<file path="config.mk">
export PLATFORM = sky130hd
export DESIGN_NAME = potato2_control
export DESIGN_NICKNAME = d
export VERILOG_FILES = /design/src/rtl/potato_pkg.sv /design/src/rtl/potato2_loop_scan.sv /design/src/rtl/potato2_control.sv
export SDC_FILE = /design/constraint.sdc
export NUM_CORES = 1
export LEC_CHECK = 0
export ABC_AREA = 1
export CAP_MARGIN = 15
export CORE_ASPECT_RATIO = 1.1
export CORE_MARGIN = 3
export CORE_UTILIZATION = 35
export DETAILED_ROUTE_END_ITERATION = 7
export GPL_ROUTABILITY_DRIVEN = 0
export PLACE_DENSITY = 0.59
export REMOVE_ABC_BUFFERS = 1
export SLEW_MARGIN = 0
export SYNTH_ARGS = -nofsm -noshare
export SYNTH_HDL_FRONTEND = slang
export SYNTH_SLANG_ARGS = --single-unit
</file>
<file path="constraint.sdc">
create_clock -name Clock -period 4.65 [get_ports Clock]
set_clock_uncertainty 0.1 [all_clocks]
set_input_delay 0.93 -clock Clock [delete_from_list [all_inputs] [get_ports Clock]]
set_output_delay 0.93 -clock Clock [all_outputs]
set_load 0.02 [all_outputs]
</file>
<file path="src/rtl/potato_pkg.sv">
// Shared definitions for the gen-2 Potato control unit: opcodes, FSM states
// and the command-bit layout used to build the registered step/IO outputs.
package potato_pkg;

    localparam logic [3:0] OP_XINC       = 4'h0;
    localparam logic [3:0] OP_XDEC       = 4'h1;
    localparam logic [3:0] OP_AINC       = 4'h2;
    localparam logic [3:0] OP_ADEC       = 4'h3;
    localparam logic [3:0] OP_PUT        = 4'h4;
    localparam logic [3:0] OP_GET        = 4'h5;
    localparam logic [3:0] OP_LOOP_OPEN  = 4'h6;
    localparam logic [3:0] OP_LOOP_CLOSE = 4'h7;
    localparam logic [3:0] OP_HALT       = 4'hF;

    typedef enum logic [2:0] {
        ST_RUN,
        ST_REPEAT,
        ST_IO_WAIT,
        ST_SCAN_FWD,
        ST_SCAN_BACK,
        ST_HALT,
        ST_ERROR
    } state_t;

    // Bit order follows the gen-1 command byte so existing decoders still line up.
    localparam int CMD_PC_INC = 0;
    localparam int CMD_PC_DEC = 1;
    localparam int CMD_X_INC  = 2;
    localparam int CMD_X_DEC  = 3;
    localparam int CMD_A_INC  = 4;
    localparam int CMD_A_DEC  = 5;
    localparam int CMD_PUT    = 6;
    localparam int CMD_GET    = 7;
    localparam int CMD_W      = 8;

    function automatic logic [CMD_W-1:0] opToCmd(input logic [3:0] op);
        logic [CMD_W-1:0] cmd;
        cmd = '0;
        case (op)
            OP_XINC: cmd[CMD_X_INC] = 1'b1;
            OP_XDEC: cmd[CMD_X_DEC] = 1'b1;
            OP_AINC: cmd[CMD_A_INC] = 1'b1;
            OP_ADEC: cmd[CMD_A_DEC] = 1'b1;
            default: cmd = '0;
        endcase
        return cmd;
    endfunction

endpackage

</file>
<file path="src/rtl/potato2_loop_scan.sv">
// Loop-nesting tracker used while skipping over a loop body in either
// direction: depth counter, opener/closer classification and overflow detect.
module potato2_loop_scan
    import potato_pkg::*;
#(
    parameter int LOOPCTR_W = 16
) (
    input  logic       i_clk,
    input  logic       i_rst_n,
    input  logic       i_startFwd,
    input  logic       i_startBack,
    input  logic       i_step,
    input  logic [3:0] i_instr,
    output logic       o_backward,
    output logic       o_open,
    output logic       o_close,
    output logic       o_overflow,
    output logic       o_lastClose
);

    localparam logic [LOOPCTR_W-1:0] DEPTH_MAX = '1;
    localparam logic [LOOPCTR_W-1:0] DEPTH_ONE = LOOPCTR_W'(1);

    logic [LOOPCTR_W-1:0] r_depth;
    logic                 r_backward;
    logic                 w_isOpenBracket;
    logic                 w_isCloseBracket;

    assign w_isOpenBracket  = (i_instr == OP_LOOP_OPEN);
    assign w_isCloseBracket = (i_instr == OP_LOOP_CLOSE);

    // Scanning backward swaps the roles of '[' and ']'.
    assign o_open      = r_backward ? w_isCloseBracket : w_isOpenBracket;
    assign o_close     = r_backward ? w_isOpenBracket  : w_isCloseBracket;
    assign o_overflow  = o_open && (r_depth == DEPTH_MAX);
    assign o_lastClose = o_close && (r_depth == DEPTH_ONE);
    assign o_backward  = r_backward;

    always_ff @(posedge i_clk or negedge i_rst_n) begin
        if (!i_rst_n) begin
            r_depth    <= '0;
            r_backward <= 1'b0;
        end else if (i_startFwd) begin
            r_depth    <= DEPTH_ONE;
            r_backward <= 1'b0;
        end else if (i_startBack) begin
            r_depth    <= DEPTH_ONE;
            r_backward <= 1'b1;
        end else if (i_step) begin
            if (o_open && !o_overflow) begin
                r_depth <= r_depth + DEPTH_ONE;
            end else if (o_close) begin
                r_depth <= r_depth - DEPTH_ONE;
            end
        end
    end

endmodule

</file>
<file path="src/rtl/potato2_control.sv">
// Gen-2 Potato control unit: decodes one opcode per fetch into registered
// PC/X/A step strobes, held Put/Get requests, and halt/error status.
module potato2_control
    import potato_pkg::*;
#(
    parameter int LOOPCTR_W = 16,
    parameter int REP_W     = 4
) (
    input  logic             Clock,
    input  logic             Reset_n,
    input  logic [3:0]       Instr,
    input  logic [REP_W-1:0] Rep,
    input  logic             InstrValid,
    input  logic             Zero,
    input  logic             IoAck,
    output logic             PcInc,
    output logic             PcDec,
    output logic             XInc,
    output logic             XDec,
    output logic             AInc,
    output logic             ADec,
    output logic             Put,
    output logic             Get,
    output logic             Halted,
    output logic             Error
);

    localparam logic [REP_W-1:0] REP_ONE = REP_W'(1);

    state_t           r_state;
    logic [CMD_W-1:0] r_cmd;
    logic [CMD_W-1:0] r_repCmd;
    logic [REP_W-1:0] r_remaining;
    logic             r_halted;
    logic             r_error;

    logic w_bubble;
    logic w_consume;
    logic w_inScan;
    logic w_startFwd;
    logic w_startBack;
    logic w_scanStep;
    logic w_backward;
    logic w_open;
    logic w_close;
    logic w_overflow;
    logic w_lastClose;

    // A PC step on the previous edge means the ROM output is still stale.
    assign w_bubble    = r_cmd[CMD_PC_INC] | r_cmd[CMD_PC_DEC];
    assign w_inScan    = (r_state == ST_SCAN_FWD) || (r_state == ST_SCAN_BACK);
    assign w_consume   = InstrValid && !w_bubble && ((r_state == ST_RUN) || w_inScan);
    assign w_startFwd  = w_consume && (r_state == ST_RUN) && (Instr == OP_LOOP_OPEN) && Zero;
    assign w_startBack = w_consume && (r_state == ST_RUN) && (Instr == OP_LOOP_CLOSE) && !Zero;
    assign w_scanStep  = w_consume && w_inScan;

    potato2_loop_scan #(
        .LOOPCTR_W (LOOPCTR_W)
    ) u_loopScan (
        .i_clk       (Clock),
        .i_rst_n     (Reset_n),
        .i_startFwd  (w_startFwd),
        .i_startBack (w_startBack),
        .i_step      (w_scanStep),
        .i_instr     (Instr),
        .o_backward  (w_backward),
        .o_open      (w_open),
        .o_close     (w_close),
        .o_overflow  (w_overflow),
        .o_lastClose (w_lastClose)
    );

    always_ff @(posedge Clock or negedge Reset_n) begin
        if (!Reset_n) begin
            r_state     <= ST_RUN;
            r_cmd       <= '0;
            r_repCmd    <= '0;
            r_remaining <= '0;
            r_halted    <= 1'b0;
            r_error     <= 1'b0;
        end else begin
            r_cmd <= '0;
            case (r_state)
                ST_RUN: begin
                    if (w_consume) begin
                        case (Instr)
                            OP_XINC, OP_XDEC, OP_AINC, OP_ADEC: begin
                                r_cmd <= opToCmd(Instr);
                                if (Rep == '0) begin
                                    r_cmd[CMD_PC_INC] <= 1'b1;
                                end else begin
                                    r_repCmd    <= opToCmd(Instr);
                                    r_remaining <= Rep;
                                    r_state     <= ST_REPEAT;
                                end
                            end
                            OP_PUT: begin
                                r_cmd[CMD_PUT] <= 1'b1;
                                r_state        <= ST_IO_WAIT;
                            end
                            OP_GET: begin
                                r_cmd[CMD_GET] <= 1'b1;
                                r_state        <= ST_IO_WAIT;
                            end
                            OP_LOOP_OPEN: begin
                                r_cmd[CMD_PC_INC] <= 1'b1;
                                if (Zero) begin
                                    r_state <= ST_SCAN_FWD;
                                end
                            end
                            OP_LOOP_CLOSE: begin
                                if (Zero) begin
                                    r_cmd[CMD_PC_INC] <= 1'b1;
                                end else begin
                                    r_cmd[CMD_PC_DEC] <= 1'b1;
                                    r_state           <= ST_SCAN_BACK;
                                end
                            end
                            OP_HALT: begin
                                r_halted <= 1'b1;
                                r_state  <= ST_HALT;
                            end
                            default: begin
                                r_cmd[CMD_PC_INC] <= 1'b1;
                            end
                        endcase
                    end
                end
                ST_REPEAT: begin
                    r_cmd       <= r_repCmd;
                    r_remaining <= r_remaining - REP_ONE;
                    if (r_remaining == REP_ONE) begin
                        r_cmd[CMD_PC_INC] <= 1'b1;
                        r_state           <= ST_RUN;
                    end
                end
                ST_IO_WAIT: begin
                    if (IoAck) begin
                        r_cmd[CMD_PC_INC] <= 1'b1;
                        r_state           <= ST_RUN;
                    end else begin
                        r_cmd[CMD_PUT] <= r_cmd[CMD_PUT];
                        r_cmd[CMD_GET] <= r_cmd[CMD_GET];
                    end
                end
                // Matching '[' found backward resumes just after it, hence PcInc.
                ST_SCAN_FWD, ST_SCAN_BACK: begin
                    if (w_scanStep) begin
                        if (w_overflow) begin
                            r_error <= 1'b1;
                            r_state <= ST_ERROR;
                        end else if (w_lastClose) begin
                            r_cmd[CMD_PC_INC] <= 1'b1;
                            r_state           <= ST_RUN;
                        end else begin
                            r_cmd[w_backward ? CMD_PC_DEC : CMD_PC_INC] <= 1'b1;
                        end
                    end
                end
                ST_HALT, ST_ERROR: begin
                    r_state <= r_state;
                end
                default: begin
                    r_state <= ST_ERROR;
                    r_error <= 1'b1;
                end
            endcase
        end
    end

    assign PcInc  = r_cmd[CMD_PC_INC];
    assign PcDec  = r_cmd[CMD_PC_DEC];
    assign XInc   = r_cmd[CMD_X_INC];
    assign XDec   = r_cmd[CMD_X_DEC];
    assign AInc   = r_cmd[CMD_A_INC];
    assign ADec   = r_cmd[CMD_A_DEC];
    assign Put    = r_cmd[CMD_PUT];
    assign Get    = r_cmd[CMD_GET];
    assign Halted = r_halted;
    assign Error  = r_error;

endmodule

</file>
==> results.rst, run 1 <==
.. list-table::
   :header-rows: 1

   * - Metric
     - Value
   * - Clk Latency, worst-skew pair
     - 300 ps
   * - Tcrit/Tclk final
     - 0.650
   * - Number of instances in the synthesized netlist
     - 461
   * - Overall power
     - 1.92 mW
   * - Unrepaired setup endpoints after global routing
     - false
   * - Finished Cell Area
     - 0.00336 mm^2
   * - Static power due to leakage
     - 1.64 nW
   * - Seq/Total Area, Yosys
     - 0.323
   * - Clock Pin Slew Worst Setup and Hold Paths
     - 90 ps
   * - First drt pass iteration count
     - 4
   * - Hold WC Path Type
     - reg -> reg
   * - Max VDD drop
     - 0.259 mV
   * - Post-cts repair resize count
     - 0
   * - Launch instance of the worst min-delay path
     - Halted
   * - Synthesis-to-layout area growth
     - 14.1%
   * - # nets final
     - a little under 500
   * - Number of buffers added by the clock tree synthesis step
     - 5
   * - Highest achievable clock rate
     - 331 MHz
   * - Wire length reported by the detailed router
     - 7540 um
   * - Maximum net fanout on the critical path
     - 12
   * - Count of placed standard cells including taps
     - 578
   * - Total of flip-flops plus latches after synthesis
     - 38
   * - Final setup violation count
     - 0
   * - Standard cell core area
     - approximately 0.0080 mm^2
   * - Initial detailed-routing violation count
     - approximately 170
   * - Final number of max-transition violations
     - 0
   * - Total of fill cells in the finished design
     - 860
   * - Number of buffers added for setup after CTS
     - 0
   * - Slew at the pin with the worst max-slew slack
     - 887 ps
   * - Placed wire-length estimate after detailed placement
     - 5710 um
   * - Sequential Area
     - roughly 950 um^2
   * - H-tree levels
     - 2
   * - Element type at the critical path end
     - register
   * - Die extent in y
     - 102 um
   * - Beginning of the critical path
     - Instr[2]
   * - Cts-stage hold buffer count
     - 0
   * - Via count of the first global-routing pass
     - 2657
   * - Data arrival, critical path
     - 3160 ps
   * - DIE AREA
     - 0.00954 mm^2
   * - Num rows
     - 34
   * - Cell area reported after detailed placement
     - 0.00321 mm^2
   * - Yosys warnings
     - 0
   * - Count of vias placed by the detailed router
     - 2882
   * - Count of different cell masters after synthesis
     - 36
   * - Multi-input gate area
     - 0.00175 mm^2
   * - Count of placed standard cells in the final layout, fillers left out
     - 586
   * - Clock sink count
     - 38
   * - Setup CP Type
     - in -> reg
   * - Power per standard cell area
     - 572 mW/mm^2
   * - Crit path time final
     - 3020 ps
   * - Avg Cell Area, Syn
     - 6.38 um^2
   * - Initial standard-cell utilization of the core
     - 0.366
   * - Routed vias/inst
     - 4.92
   * - Master cell of the clock root buffer
     - sky130_fd_sc_hd__clkbuf_8
   * - Average routed wire per standard cell
     - 12.9 um
   * - Die Span X
     - 93.4 um
   * - Setup ws final
     - 1630 ps
   * - Max-cap violations
     - 0
   * - Largest net degree at the start of global routing
     - 39
   * - Startpoint type of the worst setup path
     - primary input
   * - Gr usage total
     - 0.169
   * - Critical R2R Launch
     - u_loopScan.r_depth[0]
   * - Gr ovfl total
     - 0
   * - Clock tree from TritonCTS
     - yes
   * - Port Buffer Count
     - 22
   * - Hold violation count in the final report
     - 0
   * - First-pass GRT wire length
     - 12800 um
   * - Max Buffers Root-to-Sink
     - 2
   * - Data required time of the worst path
     - 4790 ps
   * - Result of the run
     - complete, no violations
   * - Layout cell share with drive strength beyond 1
     - 0.0607
   * - Worst rel slew slack
     - 0.409
   * - Worst Setup Slack post-DPL
     - 1320 ps
   * - Ports placed on the boundary
     - 23
   * - Synth Cell Area
     - 0.00294 mm^2
   * - Routed Antenna Nets
     - 0
   * - Total Neg Setup Slack
     - 0 ps
   * - Drt drc
     - 0
   * - Number of antenna violations at the first check in global routing
     - 0
   * - Final antenna diode count
     - 0
[worst max-delay path, stage by stage]
cell and delay, ps:
sky130_fd_sc_hd__clkdlybuf4s50_1 520, sky130_fd_sc_hd__inv_1 70, sky130_fd_sc_hd__nor2_1 250, sky130_fd_sc_hd__nand2_1 160, sky130_fd_sc_hd__nand2_1 90, sky130_fd_sc_hd__nand2_1 60, sky130_fd_sc_hd__nor2_1 640, sky130_fd_sc_hd__nand2_1 100
sky130_fd_sc_hd__nand2_1 90, sky130_fd_sc_hd__nor2_1 50, sky130_fd_sc_hd__nand2_1 60, sky130_fd_sc_hd__nand2_1 50, sky130_fd_sc_hd__nor2_1 110
[where the power goes]
part / internal (mW) / leakage [nW] / switching [mW]
clock: 0.229 / 0.0714 / 0.129
combinational: 0.348 / 1.07 / 0.620
sequential: 0.436 / 0.493 / 0.158
[registers in the layout (all words and copies together) (netlist names)]
register	count
r_repCmd	4
r_cmd	8
Halted	1
u_loopScan.o_backward	1
Error	1
u_loopScan.r_depth	16
r_remaining	4
r_state	3
[cell usage in the layout, fill, tap and decap left out, drive strengths merged, types with 2 or more instances in the layout]
master	netlist	final
clkinv	3	3
nand4	16	16
a21oi	7	7
dfrtp	38	38
a31oi	2	2
xnor2	5	5
xor2	6	6
o41ai	2	2
o21ai	34	34
o211ai	2	2
bufinv	0	2
inv	41	41
clkdlybuf4s50	0	21
clkbuf	1	6
nand2	173	173
nand3	36	36
ha	5	5
nor3	5	5
nor2	69	69
[per-layer routing]
layer	track usage	share of wire	vias up
li1	-	-	1512
met3	0.0258	0.044	7
met2	0.290	0.46	47
met1	0.221	0.49	1316
met4	0.0451	0.012	0
met5	0	0	-
[cells by family (layout without fill, tap and decap cells)]
logic type / after synthesis / count (layout) / synth area share
flops: 38 / 38 / 0.323
xor+xnor: 11 / 11 / 0.0328
simple gates: 299 / 299 / 0.435
buf+inv: 57 / 74 / 0.0830
fa+ha+maj: 5 / 5 / 0.0213
compound gates: 51 / 51 / 0.104
[area by class of cell]
class,count,area share
clock inverter,2,0.0179
sequential,38,0.283
inverter,44,0.0496
clock buffer,6,0.0246
timing repair buffer,22,0.0641
multi-input combinational,366,0.520
tap,108,0.0403
[synth_stat cells]
| cell type | number | share of area |
|---|---|---|
| sky130_fd_sc_hd__clkbuf_1 | 1 | 0.0013 |
| sky130_fd_sc_hd__o2111ai_1 | 1 | 0.0030 |
| sky130_fd_sc_hd__o21ai_4 | 1 | 0.0055 |
| sky130_fd_sc_hd__nor2_4 | 2 | 0.0077 |
| sky130_fd_sc_hd__o211ai_1 | 2 | 0.0051 |
| sky130_fd_sc_hd__nor3_2 | 1 | 0.0034 |
| sky130_fd_sc_hd__dfrtp_1 | 38 | 0.32 |
| sky130_fd_sc_hd__o21ai_0 | 21 | 0.036 |
| sky130_fd_sc_hd__nand3_1 | 36 | 0.061 |
| sky130_fd_sc_hd__nor2_2 | 2 | 0.0043 |
| sky130_fd_sc_hd__a21o_1 | 1 | 0.0026 |
| sky130_fd_sc_hd__o21ai_1 | 11 | 0.019 |
| sky130_fd_sc_hd__a21oi_1 | 6 | 0.010 |
| sky130_fd_sc_hd__nand2_1 | 166 | 0.21 |
| sky130_fd_sc_hd__a31oi_1 | 2 | 0.0043 |
| sky130_fd_sc_hd__nand2_2 | 4 | 0.0085 |
| sky130_fd_sc_hd__o41ai_1 | 2 | 0.0060 |
| sky130_fd_sc_hd__nand4_1 | 16 | 0.034 |
| sky130_fd_sc_hd__o21ai_2 | 1 | 0.0030 |
| sky130_fd_sc_hd__clkinv_1 | 2 | 0.0026 |
| sky130_fd_sc_hd__xor2_1 | 6 | 0.018 |
| sky130_fd_sc_hd__nand2_8 | 1 | 0.0068 |
| sky130_fd_sc_hd__xnor2_1 | 5 | 0.015 |
| sky130_fd_sc_hd__a21oi_4 | 1 | 0.0055 |
| sky130_fd_sc_hd__nand2_4 | 2 | 0.0077 |
| sky130_fd_sc_hd__o31ai_1 | 1 | 0.0026 |
| sky130_fd_sc_hd__nor2_1 | 65 | 0.083 |
| sky130_fd_sc_hd__inv_2 | 4 | 0.0051 |
| sky130_fd_sc_hd__ha_1 | 5 | 0.021 |
| sky130_fd_sc_hd__buf_4 | 3 | 0.0077 |
| sky130_fd_sc_hd__clkinv_2 | 1 | 0.0017 |
| sky130_fd_sc_hd__o22ai_1 | 1 | 0.0021 |
| sky130_fd_sc_hd__buf_6 | 1 | 0.0038 |
| sky130_fd_sc_hd__buf_2 | 8 | 0.014 |
| sky130_fd_sc_hd__nor3_1 | 4 | 0.0068 |
| sky130_fd_sc_hd__inv_1 | 37 | 0.047 |
[final timing paths]
path | end | slack [ps] | depth (start not counted)
min in group asynchronous | r_remaining[2] | 650 | 1
worst max-delay path | u_loopScan.r_depth[14] | 1630 | 13
worst min-delay path | Halted | 370 | 2
max in group asynchronous | u_loopScan.r_depth[0] | 3240 | 1
worst max register to register | u_loopScan.r_depth[14] | 2310 | 12
worst min register to register | Halted | 370 | 2
[through the flow]
step / util / hold WS, ps
final: 0.417 / 368
after floorplan: - / 353
after CTS: 0.417 / 375
after global routing: 0.417 / 413
after detailed placement: 0.400 / 355
after global placement: 0.400 / 350
No activity file was read; power rests on OpenSTA's default activity.
==> inputs of run 2 (changes only) <==
Clock period 4.65 ns to 3.1 ns, I/O delays scaled along.
==> results.rst, run 2 (synthesis gave the netlist of run 1 again) <==
.. list-table::
   :header-rows: 1

   * - Metric
     - Value
   * - Result of the run
     - complete, no violations
   * - Via count of the first global-routing pass
     - 2706 (+1.8%)
   * - Final setup violation count
     - 0 (unchanged)
   * - Crit path time final
     - 2410 ps
   * - Clock Pin Slew Worst Setup and Hold Paths
     - 90 ps (about the same)
   * - Startpoint type of the worst setup path
     - primary input
   * - Setup CP Type
     - in -> reg
   * - Number of buffers added for setup after CTS
     - 0 (unchanged)
   * - Library cell contributing the largest single delay on the critical path
     - sky130_fd_sc_hd__clkdlybuf4s50_1
   * - Largest registers in the final layout
     - u_loopScan.r_depth: 16 flops, r_cmd: 8 flops
   * - Hold WC Path Type
     - in -> async
   * - Static power due to leakage
     - 1.64 nW (+0.57%)
   * - Hold violation count in the final report
     - 0 (unchanged)
   * - Tcrit/Tclk final
     - 0.776
   * - Routed vias/inst
     - 5.00 (+1.7%)
   * - Stage delay of the slowest cell on the critical path
     - 570 ps (-70 ps)
   * - Placed wire-length estimate after detailed placement
     - 5750 um (+0.61%)
   * - Data arrival, critical path
     - 2470 ps (-690 ps)
   * - Slew at the pin with the worst max-slew slack
     - 887 ps (+0.162 ps)
   * - Final antenna diode count
     - 0 (unchanged)
   * - Top Metal Used
     - met4
   * - Max Buffers Root-to-Sink
     - 2 (unchanged)
   * - Critical Path, Cell by Cell
     - clkdlybuf4s50_1, nand2_1, nor2_1, nand2_1, nor2_1, inv_1, nand3_1, o21ai_4, nand2_1, o21ai_1
   * - Clk Latency, worst-skew pair
     - 300 ps (about the same)
   * - Port Buffer Count
     - 22 (unchanged)
   * - Initial detailed-routing violation count
     - 194 (+13%)
   * - Layout cell share with drive strength beyond 1
     - 0.0646 (+0.00391)
   * - Average routed wire per standard cell
     - 12.7 um (-1.3%)
   * - Clock sink count
     - 38 (unchanged)
   * - First drt pass iteration count
     - 5 (+1)
   * - Share of the core filled with cells in the final layout
     - 0.419 (+0.00187)
   * - Initial standard-cell utilization of the core
     - 0.366 (unchanged)
   * - Power per standard cell area
     - 865 mW/mm^2 (+51%)
   * - First-pass GRT wire length
     - 12800 um (+0.16%)
   * - Number of antenna violations at the first check in global routing
     - 0 (unchanged)
   * - Gr ovfl total
     - 0 (unchanged)
   * - Cts-stage hold buffer count
     - 0 (unchanged)
   * - Ports placed on the boundary
     - 23 (unchanged)
   * - Highest achievable clock rate
     - 416 MHz
   * - Routed wl met2
     - 3330 um (-3.4%)
   * - Die Span X
     - 93.4 um (unchanged)
   * - Wire length reported by the detailed router
     - 7470 um (-0.94%)
   * - Die extent in y
     - 102 um (unchanged)
   * - Wire length on met3
     - 419 um (+27%)
   * - Synthesis-to-layout area growth
     - 14.6%
   * - Max-cap violations
     - 0 (unchanged)
   * - Most common cell after layout, fill and taps aside
     - sky130_fd_sc_hd__nand2_1
   * - Gr usage total
     - 0.168 (-0.000180)
   * - Count of vias placed by the detailed router
     - 2941 (+2.0%)
   * - Drt drc
     - 0 (unchanged)
   * - Maximum net fanout on the critical path
     - 18 (+6)
   * - Routed metal-1 wire length
     - 3550 um (-3.5%)
   * - Largest net degree at the start of global routing
     - 39 (unchanged)
   * - Master cell of the clock root buffer
     - sky130_fd_sc_hd__clkbuf_8
   * - Register containing the most flip-flops in the final layout
     - u_loopScan.r_depth
   * - Most used cells in the layout excluding fill and tap cells
     - sky130_fd_sc_hd__nand2_1, sky130_fd_sc_hd__nor2_1, sky130_fd_sc_hd__dfrtp_1, sky130_fd_sc_hd__inv_1, sky130_fd_sc_hd__nand3_1
   * - Number of buffers added by the clock tree synthesis step
     - 5 (unchanged)
   * - Total Neg Setup Slack
     - 0 ps (unchanged)
   * - DIE AREA
     - 0.00954 mm^2 (unchanged)
   * - R2r worst-path depth
     - 10 (-2)
   * - H-tree levels
     - 2 (unchanged)
   * - Max reg flops
     - 16 (unchanged)
   * - Max VDD drop
     - 0.259 mV (about the same)
   * - # nets final
     - 497 (+0.40%)
   * - Routed Antenna Nets
     - 0 (unchanged)
   * - Post-cts repair resize count
     - 0 (unchanged)
   * - Element type at the critical path end
     - register
   * - Worst rel slew slack
     - 0.409 (about the same)
   * - Final number of max-transition violations
     - 0 (unchanged)
   * - Data required time of the worst path
     - 3170 ps (-1620 ps)
   * - Most frequent CP cell
     - sky130_fd_sc_hd__nand2_1
   * - Standard cell core area
     - 0.00804 mm^2 (unchanged)
   * - Num rows
     - 34 (unchanged)
   * - Clock tree from TritonCTS
     - yes
   * - Unrepaired setup endpoints after global routing
     - false
==> run 2: changes by cell type in the layout (fill, tap and decap cells not counted) <==
cell                    previous run  this run
sky130_fd_sc_hd__buf_4             0         2
==> run 2: layout make-up <==
class | count | area (um^2)
Multi-Input combinational cell | 366 | 1750
Inverter | 44 | 166
Clock buffer | 6 | 82.6
Clock inverter | 2 | 60.1
Fill cell | 837 | 4670
Tap cell | 108 | 135
Sequential cell | 38 | 951
Timing Repair Buffer | 24 | 230
==> run 2: stage by stage <==
step,hold slack [ps],area (um^2),setup WS [ps],instances,total power [mW]
after global routing,369,3370,451,588,3.22
after CTS,364,3370,707,588,2.92
after floorplan,224,2860,1050,448,1.98
final,339,3370,694,588,2.92
after detailed placement,345,3230,386,580,2.38
after global placement,344,3230,440,580,2.37
==> run 2: critical path: cells and delay by family <==
family	cells	cell delay, ps
and+or+nand+nor	6	890
buffers and inverters	2	760
AOI/OAI and AO/OA	2	210
==> run 2: worst paths after layout <==
kind	slack, ps	startpoint	endpoint
max	690	Instr[1]	u_loopScan.r_depth[11]
max in group asynchronous	1990	Reset_n	u_loopScan.o_backward
min in group Clock	360	Error	Error
max reg2reg	890	u_loopScan.r_depth[1]	u_loopScan.r_depth[11]
min reg2reg	360	Error	Error
min	340	Reset_n	u_loopScan.r_depth[1]
==> run 2: where the power goes <==
| group | internal (mW) | total, mW | switching, mW | leakage [nW] |
|---|---|---|---|---|
| Combinational | 0.528 | 1.48 | 0.950 | 1.08 |
| Clock | 0.344 | 0.535 | 0.192 | 0.0714 |
| Sequential | 0.653 | 0.903 | 0.250 | 0.493 |
| Total | 1.53 | 2.92 | 1.39 | 1.64 |
==> run 2: per-layer routing <==
metal / up-vias / track usage
met2: 92 / 0.268
met3: 13 / 0.0317
li1: 1519 / -
met1: 1317 / 0.226
met4: 0 / 0.0665
met5: - / 0
==> inputs of run 3 (changes only) <==
Clock period 3.1 ns to 2.5 ns, I/O delays scaled along.
==> results.rst, run 3 (synthesis gave the netlist of run 1 again) <==
.. list-table::
   :header-rows: 1

   * - Metric
     - Value
   * - Layout cell share with drive strength beyond 1
     - 0.0946 (+0.0300)
   * - R2r worst-path depth
     - 12 (+2)
   * - Most common cell after layout, fill and taps aside
     - sky130_fd_sc_hd__nand2_1
   * - Via count of the first global-routing pass
     - 2766 (+2.2%)
   * - Finished Cell Area
     - 0.00351 mm^2 (+4.1%)
   * - Crit path time final
     - 2190 ps
   * - Most used cells in the layout excluding fill and tap cells
     - sky130_fd_sc_hd__nand2_1, sky130_fd_sc_hd__nor2_1, sky130_fd_sc_hd__dfrtp_1, sky130_fd_sc_hd__inv_1, sky130_fd_sc_hd__nand3_1
   * - Final number of max-transition violations
     - 0 (unchanged)
   * - Data arrival, critical path
     - 2320 ps (-150 ps)
   * - Clock Pin Slew Worst Setup and Hold Paths
     - 80 ps (about the same)
   * - Largest registers in the final layout
     - u_loopScan.r_depth: 16 flops, r_cmd: 8 flops
   * - Min Hold Slack
     - 369 ps (+30.5 ps)
   * - Gr usage total
     - 0.173 (+0.00493)
   * - Num rows
     - 34 (unchanged)
   * - Setup CP Type
     - in -> reg
   * - Hold WC Path Type
     - reg -> reg
   * - Element type at the critical path end
     - register
   * - Count of vias placed by the detailed router
     - 3024 (+2.8%)
   * - Ports placed on the boundary
     - 23 (unchanged)
   * - Most frequent CP cell
     - sky130_fd_sc_hd__nand2_1
   * - Maximum net fanout on the critical path
     - 8 (-10)
   * - Standard cell core area
     - 0.00804 mm^2 (unchanged)
   * - Tcrit/Tclk final
     - 0.878
   * - Slew at the pin with the worst max-slew slack
     - 613 ps (-275 ps)
   * - Die Span X
     - 93.4 um (unchanged)
   * - Highest achievable clock rate
     - between 400 and 500 MHz
   * - Number of buffers added for setup after CTS
     - 0 (unchanged)
   * - Initial standard-cell utilization of the core
     - 0.366 (unchanged)
   * - Total of fill cells in the finished design
     - 845 (+0.96%)
   * - Hold violation count in the final report
     - 0 (unchanged)
   * - Result of the run
     - complete, no violations
   * - Register containing the most flip-flops in the final layout
     - u_loopScan.r_depth
   * - # nets final
     - 514 (+3.4%)
   * - Share of the core filled with cells in the final layout
     - 0.436 (+0.0171)
   * - Number of buffers added by the clock tree synthesis step
     - 5 (unchanged)
   * - Synthesis-to-layout area growth
     - 19.3%
   * - Final antenna diode count
     - 0 (unchanged)
   * - First-pass GRT wire length
     - 13100 um (+2.3%)
   * - Wire length reported by the detailed router
     - 7860 um (+5.3%)
   * - Unrepaired setup endpoints after global routing
     - false
   * - Max Buffers Root-to-Sink
     - 2 (unchanged)
   * - Die extent in y
     - 102 um (unchanged)
   * - Post-cts repair resize count
     - 0 (unchanged)
   * - Max reg flops
     - 16 (unchanged)
   * - Worst rel slew slack
     - 0.590 (+0.181)
   * - Clock tree from TritonCTS
     - yes
   * - Power per standard cell area
     - 1040 mW/mm^2 (+20%)
   * - Data required time of the worst path
     - 2620 ps (-550 ps)
   * - Drt drc
     - 0 (unchanged)
   * - Master cell of the clock root buffer
     - sky130_fd_sc_hd__clkbuf_8
   * - Startpoint type of the worst setup path
     - primary input
   * - Static power due to leakage
     - 1.73 nW (+5.0%)
   * - Average routed wire per standard cell
     - 13.0 um (+2.3%)
   * - Max VDD drop
     - 0.401 mV (+55%)
   * - DIE AREA
     - 0.00954 mm^2 (unchanged)
   * - Library cell contributing the largest single delay on the critical path
     - sky130_fd_sc_hd__clkdlybuf4s50_1
   * - First drt pass iteration count
     - 6 (+1)
   * - Largest net degree at the start of global routing
     - 21 (-46%)
   * - Clk Latency, worst-skew pair
     - 300 ps (about the same)
   * - H-tree levels
     - 2 (unchanged)
   * - Routed Antenna Nets
     - 0 (unchanged)
   * - Stage delay of the slowest cell on the critical path
     - 520 ps (-50 ps)
   * - Initial detailed-routing violation count
     - 201 (+3.6%)
   * - Number of antenna violations at the first check in global routing
     - 0 (unchanged)
   * - Critical Path, Cell by Cell
     - clkdlybuf4s50_1, inv_1, nor2_1, nand2_1, nand2_1, nand2_1, nor2_1, buf_4, nand2_1, nand2_1, nor2_1, nand2_1, nand2_1, nor2_1
   * - Cell area reported after detailed placement
     - 0.00336 mm^2 (+4.1%)
   * - Placed wire-length estimate after detailed placement
     - 6180 um (+7.5%)
   * - Hold Path Stages
     - 1
   * - Max-cap violations
     - 0 (unchanged)
   * - Final setup violation count
     - 0 (unchanged)
   * - Routed vias/inst
     - 5.00 (about the same)
   * - Total Neg Setup Slack
     - 0 ps (unchanged)
   * - Gr ovfl total
     - 0 (unchanged)
   * - Clock sink count
     - 38 (unchanged)
   * - Port Buffer Count
     - 22 (unchanged)
## run 3: cell types whose count changed in the layout (fill, tap and decap cells not counted), sizes merged
cell and change:
dlygate4sd3 +1, buf +16, clkinv +1, clkbuf -1
## run 3: final cells by class
| type | instances | area (um^2) | area share |
|---|---|---|---|
| clock buffer | 5 | 68.8 | 0.0196 |
| clock inverter | 3 | 68.8 | 0.0196 |
| inverter | 44 | 166 | 0.0474 |
| multi-input combinational | 366 | 1750 | 0.498 |
| sequential | 38 | 951 | 0.271 |
| tap | 108 | 135 | 0.0385 |
| timing repair buffer | 41 | 373 | 0.106 |
## run 3: path summary, 6_finish.rpt
check,start,to,slack [ps]
min in group asynchronous,Reset_n,r_cmd[7],430
worst min-delay path,Error,Error,370
worst min register to register,Error,Error,370
worst max-delay path,Instr[2],u_loopScan.r_depth[14],310
worst max register to register,u_loopScan.r_depth[0],u_loopScan.r_depth[6],370
max in group asynchronous,Reset_n,u_loopScan.r_depth[5],1380
## run 3: worst max-delay path: cells and delay by family
family	cells	cell delay (ps)
simple gates	11	1030
buf+inv	3	790
## run 3: per-layer routing
layer / track usage / wire length (um) / share of wire / vias up
li1: - / - / - / 1558
met1: 0.232 / 3580 / 0.45 / 1371
met2: 0.297 / 3720 / 0.47 / 87
met3: 0.0265 / 484 / 0.062 / 8
met4: 0.0383 / 77 / 0.0098 / 0
met5: 0 / 0 / 0 / -
## run 3: where the power goes
part | switching [mW] | total, mW | internal (mW) | leakage [nW]
sequential | 0.303 | 1.11 | 0.810 | 0.493
clock | 0.246 | 0.646 | 0.400 | 0.0683
combinational | 1.18 | 1.88 | 0.701 | 1.17
## run 3: repair_timing
item | 4_1_cts | 5_1_grt
hold endpoints to repair | 3 | 0
hold buffers | 1 | 0
setup endpoints to repair | 0 | 0
## run 3: metrics by stage
step | setup WS (ps) | instances | power (mW)
floorplan | 564 | 448 | 2.45
global placement | 66.6 | 596 | 2.98
detailed placement | 3.67 | 596 | 3.00
CTS | 308 | 605 | 3.67
global route | 123 | 605 | 4.02
finish | 305 | 605 | 3.64
